<file path="src/rtl/encoder4x2_pipe.sv">
// encoder4x2_pipe
//   Registered 4-to-2 priority encoder (highest index wins) with valid/ready
//   handshakes and a 2-entry FIFO output buffer. Flags zero-hot and multi-hot
//   words and keeps a saturating count of them.
//
// Ports:
//   clk, rst_n            clock, asynchronous active-low reset
//   in_valid / in_ready   input handshake for the y0..y3 word
//   y0..y3                decoder lines, y[n] means code n
//   out_valid / out_ready output handshake for the head entry
//   a, b                  head code, a is the MSB
//   out_zero, out_multi   head word had no line / two or more lines set
//   err_cnt               saturating count of accepted zero/multi-hot words
module encoder4x2_pipe #(
    parameter int CNT_W = 8
) (
    input  logic             clk,
    input  logic             rst_n,
    input  logic             in_valid,
    output logic             in_ready,
    input  logic             y0,
    input  logic             y1,
    input  logic             y2,
    input  logic             y3,
    output logic             out_valid,
    input  logic             out_ready,
    output logic             a,
    output logic             b,
    output logic             out_zero,
    output logic             out_multi,
    output logic [CNT_W-1:0] err_cnt
);

    typedef enum logic [1:0] {
        EMPTY = 2'd0,
        ONE   = 2'd1,
        FULL  = 2'd2
    } state_t;

    typedef struct packed {
        logic [1:0] code;
        logic       zero;
        logic       multi;
    } entry_t;

    state_t state_q, state_d;
    entry_t head_q, tail_q, enc;
    logic   live_q;
    logic   push, pop;
    logic   load_head_new, load_tail_new, load_head_tail;
    logic [2:0] hot_cnt;

    // Encode the incoming word; the result is what gets stored at push time.
    always_comb begin
        enc     = '0;
        hot_cnt = {2'b00, y0} + {2'b00, y1} + {2'b00, y2} + {2'b00, y3};
        if (y3)      enc.code = 2'b11;
        else if (y2) enc.code = 2'b10;
        else if (y1) enc.code = 2'b01;
        else         enc.code = 2'b00;
        enc.zero  = (hot_cnt == 3'd0);
        enc.multi = (hot_cnt > 3'd1);
    end

    // live_q keeps in_ready low while reset is held and until the first edge
    // after release; afterwards ready depends on the buffer state only.
    assign in_ready  = live_q && (state_q != FULL);
    assign out_valid = (state_q != EMPTY);
    assign push      = in_valid && in_ready;
    assign pop       = out_valid && out_ready;

    always_comb begin
        state_d        = state_q;
        load_head_new  = 1'b0;
        load_tail_new  = 1'b0;
        load_head_tail = 1'b0;
        case (state_q)
            EMPTY: begin
                if (push) begin
                    state_d       = ONE;
                    load_head_new = 1'b1;
                end
            end
            ONE: begin
                if (push && pop) begin
                    load_head_new = 1'b1;
                end else if (push) begin
                    state_d       = FULL;
                    load_tail_new = 1'b1;
                end else if (pop) begin
                    state_d = EMPTY;
                end
            end
            FULL: begin
                if (pop) begin
                    state_d        = ONE;
                    load_head_tail = 1'b1;
                end
            end
            default: state_d = EMPTY;
        endcase
    end

    always_ff @(posedge clk or negedge rst_n) begin
        if (!rst_n) begin
            state_q <= EMPTY;
            live_q  <= 1'b0;
        end else begin
            state_q <= state_d;
            live_q  <= 1'b1;
        end
    end

    always_ff @(posedge clk or negedge rst_n) begin
        if (!rst_n) begin
            head_q <= '0;
            tail_q <= '0;
        end else begin
            if (load_head_new)       head_q <= enc;
            else if (load_head_tail) head_q <= tail_q;
            if (load_tail_new)       tail_q <= enc;
        end
    end

    always_ff @(posedge clk or negedge rst_n) begin
        if (!rst_n) begin
            err_cnt <= '0;
        end else if (push && (enc.zero || enc.multi) && (err_cnt != '1)) begin
            err_cnt <= err_cnt + CNT_W'(1);
        end
    end

    // Head register is not cleared on the last pop, so mask it when empty.
    always_comb begin
        {a, b, out_zero, out_multi} = '0;
        if (out_valid) {a, b, out_zero, out_multi} = head_q;
    end

endmodule

</file>
<file path="config.mk">
export PLATFORM = sky130hd
export DESIGN_NAME = encoder4x2_pipe
export DESIGN_NICKNAME = d
export VERILOG_FILES = /design/src/rtl/encoder4x2_pipe.sv
export SDC_FILE = /design/constraint.sdc
export NUM_CORES = 1
export LEC_CHECK = 0
export CAP_MARGIN = 0
export CELL_PAD_IN_SITES_DETAIL_PLACEMENT = 2
export CELL_PAD_IN_SITES_GLOBAL_PLACEMENT = 2
export CORE_ASPECT_RATIO = 1.4
export CORE_MARGIN = 1.5
export CORE_UTILIZATION = 33
export CTS_BUF_LIST = sky130_fd_sc_hd__clkbuf_4 sky130_fd_sc_hd__clkbuf_8
export CTS_CLUSTER_DIAMETER = 60
export DETAILED_ROUTE_END_ITERATION = 10
export HOLD_SLACK_MARGIN = 0.02
export PLACE_DENSITY_LB_ADDON = 0.1
export REMOVE_ABC_BUFFERS = 1
export SYNTH_ARGS = -nofsm -noshare
export SYNTH_HDL_FRONTEND = slang
export SYNTH_SLANG_ARGS = --single-unit
</file>
<file path="constraint.sdc">
create_clock -name clk -period 2 [get_ports clk]
set_clock_uncertainty 0.05 [all_clocks]
set_input_delay 0.4 -clock clk [delete_from_list [all_inputs] [get_ports clk]]
set_output_delay 0.4 -clock clk [all_outputs]
set_load 0.005 [all_outputs]
</file>
# After elaboration in Yosys (flattened, before gate mapping)
# Index checks and enable logic that the tools add are counted.
totals:
  regBits: 19
  inputBits: 8
  out_inout_bits: 14
  wordCells: 56
op_classes:
  add_sub_neg: 4
  order_cmp: 1
  eq_ne: 8
  muxes: 22
  reduce_logical: 12
op_table:
  columns: ["cell", "n"]
  rows:
  - ["$mux W2", 7]
  - ["$mux W1", 11]
  - ["$add A8 B1 Y8 const B", 1]
  - ["$mux W4", 2]
  - ["$ne A2 B2 Y1 const B", 4]
  - ["$ne A8 B8 Y1 const B", 1]
  - ["$logic_and A1 B1 Y1", 6]
  - ["$pmux W2 S3", 1]
  - ["$reduce_and A4 Y1", 1]
  - ["$reduce_bool A2 Y1", 2]
  - ["$add A2 B1 Y3", 1]
  - ["$add A3 B1 Y3", 1]
  - ["$gt A3 B1 Y1 const B", 1]
  - ["$logic_not A3 Y1", 1]
  - ["$ne A3 B3 Y1 const B", 1]
  - ["$add A1 B1 Y2", 1]
  - ["$eq A2 B1 Y1 const B", 1]
  - ["$eq A2 B2 Y1 const B", 1]
  - ["$logic_not A2 Y1", 1]
  - ["$pmux W1 S2", 1]
  - ["$logic_or A1 B1 Y1", 1]

# Depth between registers and ports, before layout
# Gate-level depths: netlist of the first run.
depth:
  ltp_word: 7
  ltp_mapped: 10
  depth_no_buf: 10

# Worst setup path after synthesis of the first run
# Ideal clock, no wire load.
synth_path:
  path_type: "in2reg"
  from: "input y0"
  to: "register err_cnt[6]"
  setup_time_ns: 0.128
  arrival_ns: 2.555
  t_required_ns: 1.822
  slack_ns: -0.732
  cell_stages: 10
  n_path_buf: 0
  cell_sequence: "inv_1 -> fa_1 -> inv_1 -> ha_1 -> inv_1 -> ha_1 -> nor3_1 -> o21ba_2 -> nor4b_2 -> mux2_1"
synth_via:
  elab_chain_cells: 7
  elab_cells_between_ends: 8
  cone_classes: "add/sub: 3; order compare: 1; reduce/logical: 4"
synth_rtl:
  columns: ["item", "line_no", "text"]
  rows:
  - ["start: declaration", "21", "input logic y0,"]
  - ["$add A1 B1 Y2 *", "56", "hot_cnt = {2'b00, y0} + {2'b00, y1} + {2'b00, y2} + {2'b00, y3};"]
  - ["$add A2 B1 Y3 *", "56", null]
  - ["$add A3 B1 Y3 *", "56", null]
  - ["$gt A3 B1 Y1 or $logic_not A3 Y1 (tied branches)", "62, 61", null]
  - ["$logic_or A1 B1 Y1 *", "128", "end else if (push && (enc.zero || enc.multi) && (err_cnt != '1)) begin"]
  - ["$logic_and A1 B1 Y1 * (2 in a row)", "128", null]
  - ["end signal: assignment", "129", "err_cnt <= err_cnt + CNT_W'(1);"]
  - ["end: declaration", "31", "output logic [CNT_W-1:0] err_cnt"]
# Every way passes the cells marked *; elsewhere a longest branch is shown, timed or not.
# A chain may end at the register's enable or synchronous reset.

# Worst setup path after layout of the first run
layout_path:
  from: "input y0"
  to: "register err_cnt[7]"
# Same word-level chain as after synthesis.

==> results_dict.tcl, run 1 <==
set metrics [dict create \
    crit_arrival_ps 2520 \
    hold_viol_final 0 \
    cts.clk_slew.worst_paths_ps 80 \
    worstSkewPairLatency_ps 270 \
    period_share_pct 120.7 \
    p_leak_uw 0.0007613 \
    sw_frac_of_total_pct 35.80 \
    switchingPower_uw 565.7 \
    dieArea_sq_um 3733 \
    internal_power_uw 1014 \
    place_ws_ps -1351 \
    seqPwrFrac_pct 38.1 \
    globalRouteOverflowTotal 0 \
    whs_path_depth 3 \
    die_w_um 52.07 \
    rsz0062_at_grt "yes" \
    vias_per_cell 5.342 \
    pwr-share-comb_pct 43.2 \
    synth_seq_cells 19 \
    grt_pass1_vias 1204 \
    cp-start-kind "input pin" \
    rr_worst_depth 5 \
    h-tree-depth 1 \
    synth.top_cell.area_share_pct 42.74 \
    clockPowerShare_pct 18.7 \
    cts_tree "done" \
    fin_ws_ps -414.5 \
    drt_iter0_markers 8 \
    required_ps 2110 \
    netlist_top_cells_count "dfrtp_1, a21oi_1, inv_1" \
    wl_per_cell_um 21.69 \
    yosysUniqueCellTypes 32 \
    yosys-top-cells-area "dfrtp_1, mux2_1, ha_1, nor2b_1, a21oi_1" \
    pwr_density_cell_nw_per_um2 908.6 \
    io_pins 22 \
    vias 1015 \
    synthToLayoutAreaGrowth_pct 56.36 \
    cts_root_buf "clkbuf_8" \
    fp.dieH_um 71.70 \
    antenna_left 0 \
    clock_sinks 19 \
    yosysWarnings 0 \
    maxCapViolations 0 \
    grt_usage_pct 24.91 \
    drtPass1Iterations 4 \
    fin_util_pct 55.16 \
    hpwlAfterDp_um 2341 \
    grt_pass1_wl_um 6603 \
    power_uw 1580 \
    crit_fanout 5 \
    worst_pin_slew_ps 616.5 \
    initial_utilization_pct 35.28 \
    drv_slew 0 \
    drcViolationCount 0 \
    totalWireLength_um 4121 \
    netlist_instances 107 \
    clock_path_buffers 2 \
    antenna_found_initial 0 \
    mappedNetlistArea_sq_um 1112 \
    final_layout_size_suffix_gt1_share_pct 38.41 \
    final.setup.tns_ps -3388 \
    cts-buffers-inserted 3 \
    fmax_mhz 414.2 \
    endpoint_kind "register" \
    ys_seq_area_share_pct 42.74 \
    finalSetupViolations 10 \
    min-delay-path-class "input pin to register" \
    status "finished with violations" \
    max_slew_margin_pct 58.58 \
    peakVddDrop_uv 556.2 \
    fp-row-count 24 \
    yosysMostFrequentCell "dfrtp_1" \
    synth-async-reset-ratio_pct 100.0 \
    nNetsFinal 166 \
    hold_buffers 0 \
    avgSynthCellArea_sq_um 10.40 \
    core-area_sq_um 3153 \
    holdWs_ps 377.6 \
    antenna_cells 0 \
    portBuffers 21 \
    violations "setup timing" \
    path_class "input pin to register" \
    routabilityCongestion 0.7585 \
    synth_edf_count 0 \
    period_needed_ps 2414 \
    synth_top_area_cell "dfrtp_1" \
    ys.flop_type "dfrtp_1" \
    grt_max_degree 20 \
]
worst paths after layout:
kind | from | slack (ps) | end
setup / recovery | y0 | -410 | err_cnt[7]$_DFFE_PN0P_
hold / removal | y3 | 380 | tail_q[3]$_DFFE_PN0P_
setup reg to reg | err_cnt[0]$_DFFE_PN0P_ | 60 | err_cnt[1]$_DFFE_PN0P_
hold reg to reg | tail_q[0]$_DFFE_PN0P_ | 480 | tail_q[0]$_DFFE_PN0P_
max in group asynchronous | rst_n | 1250 | state_q[1]$_DFFE_PN0P_
min in group asynchronous | rst_n | 420 | head_q[2]$_DFFE_PN0P_
final cells by class:
cell class                      instances  area (sq um)
Fill cell                             329          1414
Multi-Input combinational cell         77         745.7
Sequential cell                        19         476.7
Timing Repair Buffer                   43         386.6
Tap cell                               39         48.80
Clock buffer                            3         41.29
Inverter                                8         35.03
Clock inverter                          1         5.005
worst max-delay path, stage by stage:
cell and delay [ps]:
buf_6 70, inv_4 30, fa_1 510, buf_4 190
inv_1 120, ha_4 180, buf_4 130, nor2_4 40
o21ba_4 260, nor4_4 220, mux2_4 350
power by group through the flow:
stage	logic, uW	registers (uW)	clock network (uW)
finish	682	602	296
global route	736	617	310
CTS	649	596	292
detailed placement	501	599	0
global placement	471	595	0
floorplan	230	578	0
stage by stage:
step,std cells,instance area [sq um]
3_5_place_dp,179,1458
5_1_grt,190,1739
4_1_cts,189,1712
6_report,190,1739
3_3_place_gp,179,1458
2_1_floorplan,104,1086
layer usage:
| metal | track usage (%) | vias up | wire length (um) |
|---|---|---|---|
| met5 | 0 | - | 0 |
| met3 | 2.708 | 7 | 89 |
| li1 | - | 461 | - |
| met2 | 47.12 | 21 | 2423 |
| met4 | 11.70 | 0 | 73 |
| met1 | 26.29 | 526 | 1534 |
flip-flops by register name (all words and copies together), names as in the netlist:
name	count
tail_q	4
state_q	2
err_cnt	8
head_q	4
live_q	1
cell usage in the layout, fill, tap and decap left out, types with 3 or more instances in the layout:
cell	count
dfrtp_1	18
buf_6	6
a21oi_1	7
nor2_1	5
and3_1	5
mux2_4	5
clkdlybuf4s50_1	17
nor4_4	3
buf_4	18
xor2_1	4
ha_4	4
nand2_1	6
inv_1	3
clkbuf_8	3
inv_2	3
nor2b_1	7
kinds of logic (layout without fill, tap and decap cells):
group | after synthesis | in the layout | share of synthesized area (%)
flip-flops | 19 | 19 | 42.75
multiplexers | 7 | 7 | 6.974
other | 1 | 1 | 0.3371
adder cells (fa/ha/maj) | 6 | 6 | 7.424
AO/OA/AOI/OAI | 19 | 19 | 11.36
AND/OR/NAND/NOR | 40 | 40 | 22.95
XOR/XNOR | 4 | 4 | 3.149
buffers and inverters | 11 | 55 | 5.062
repair_timing:
item,CTS,global route
setup endpoints to repair,18,11
endpoints found under the hold margin,0,0
pin swaps,13,2
resized for setup,52,5
setup buffers,6,1
Note: power is estimated with default switching activity, not from simulation.
==> run 2: changes to the inputs <==
--- a/config.mk
+++ b/config.mk
@@ -17,6 +17,7 @@
 export HOLD_SLACK_MARGIN = 0.02
 export PLACE_DENSITY_LB_ADDON = 0.1
 export REMOVE_ABC_BUFFERS = 1
+export SLEW_MARGIN = 20
 export SYNTH_ARGS = -nofsm -noshare
 export SYNTH_HDL_FRONTEND = slang
 export SYNTH_SLANG_ARGS = --single-unit
==> results of run 2 <==
Final layout, timing and power as in run 1 (identical DEF).
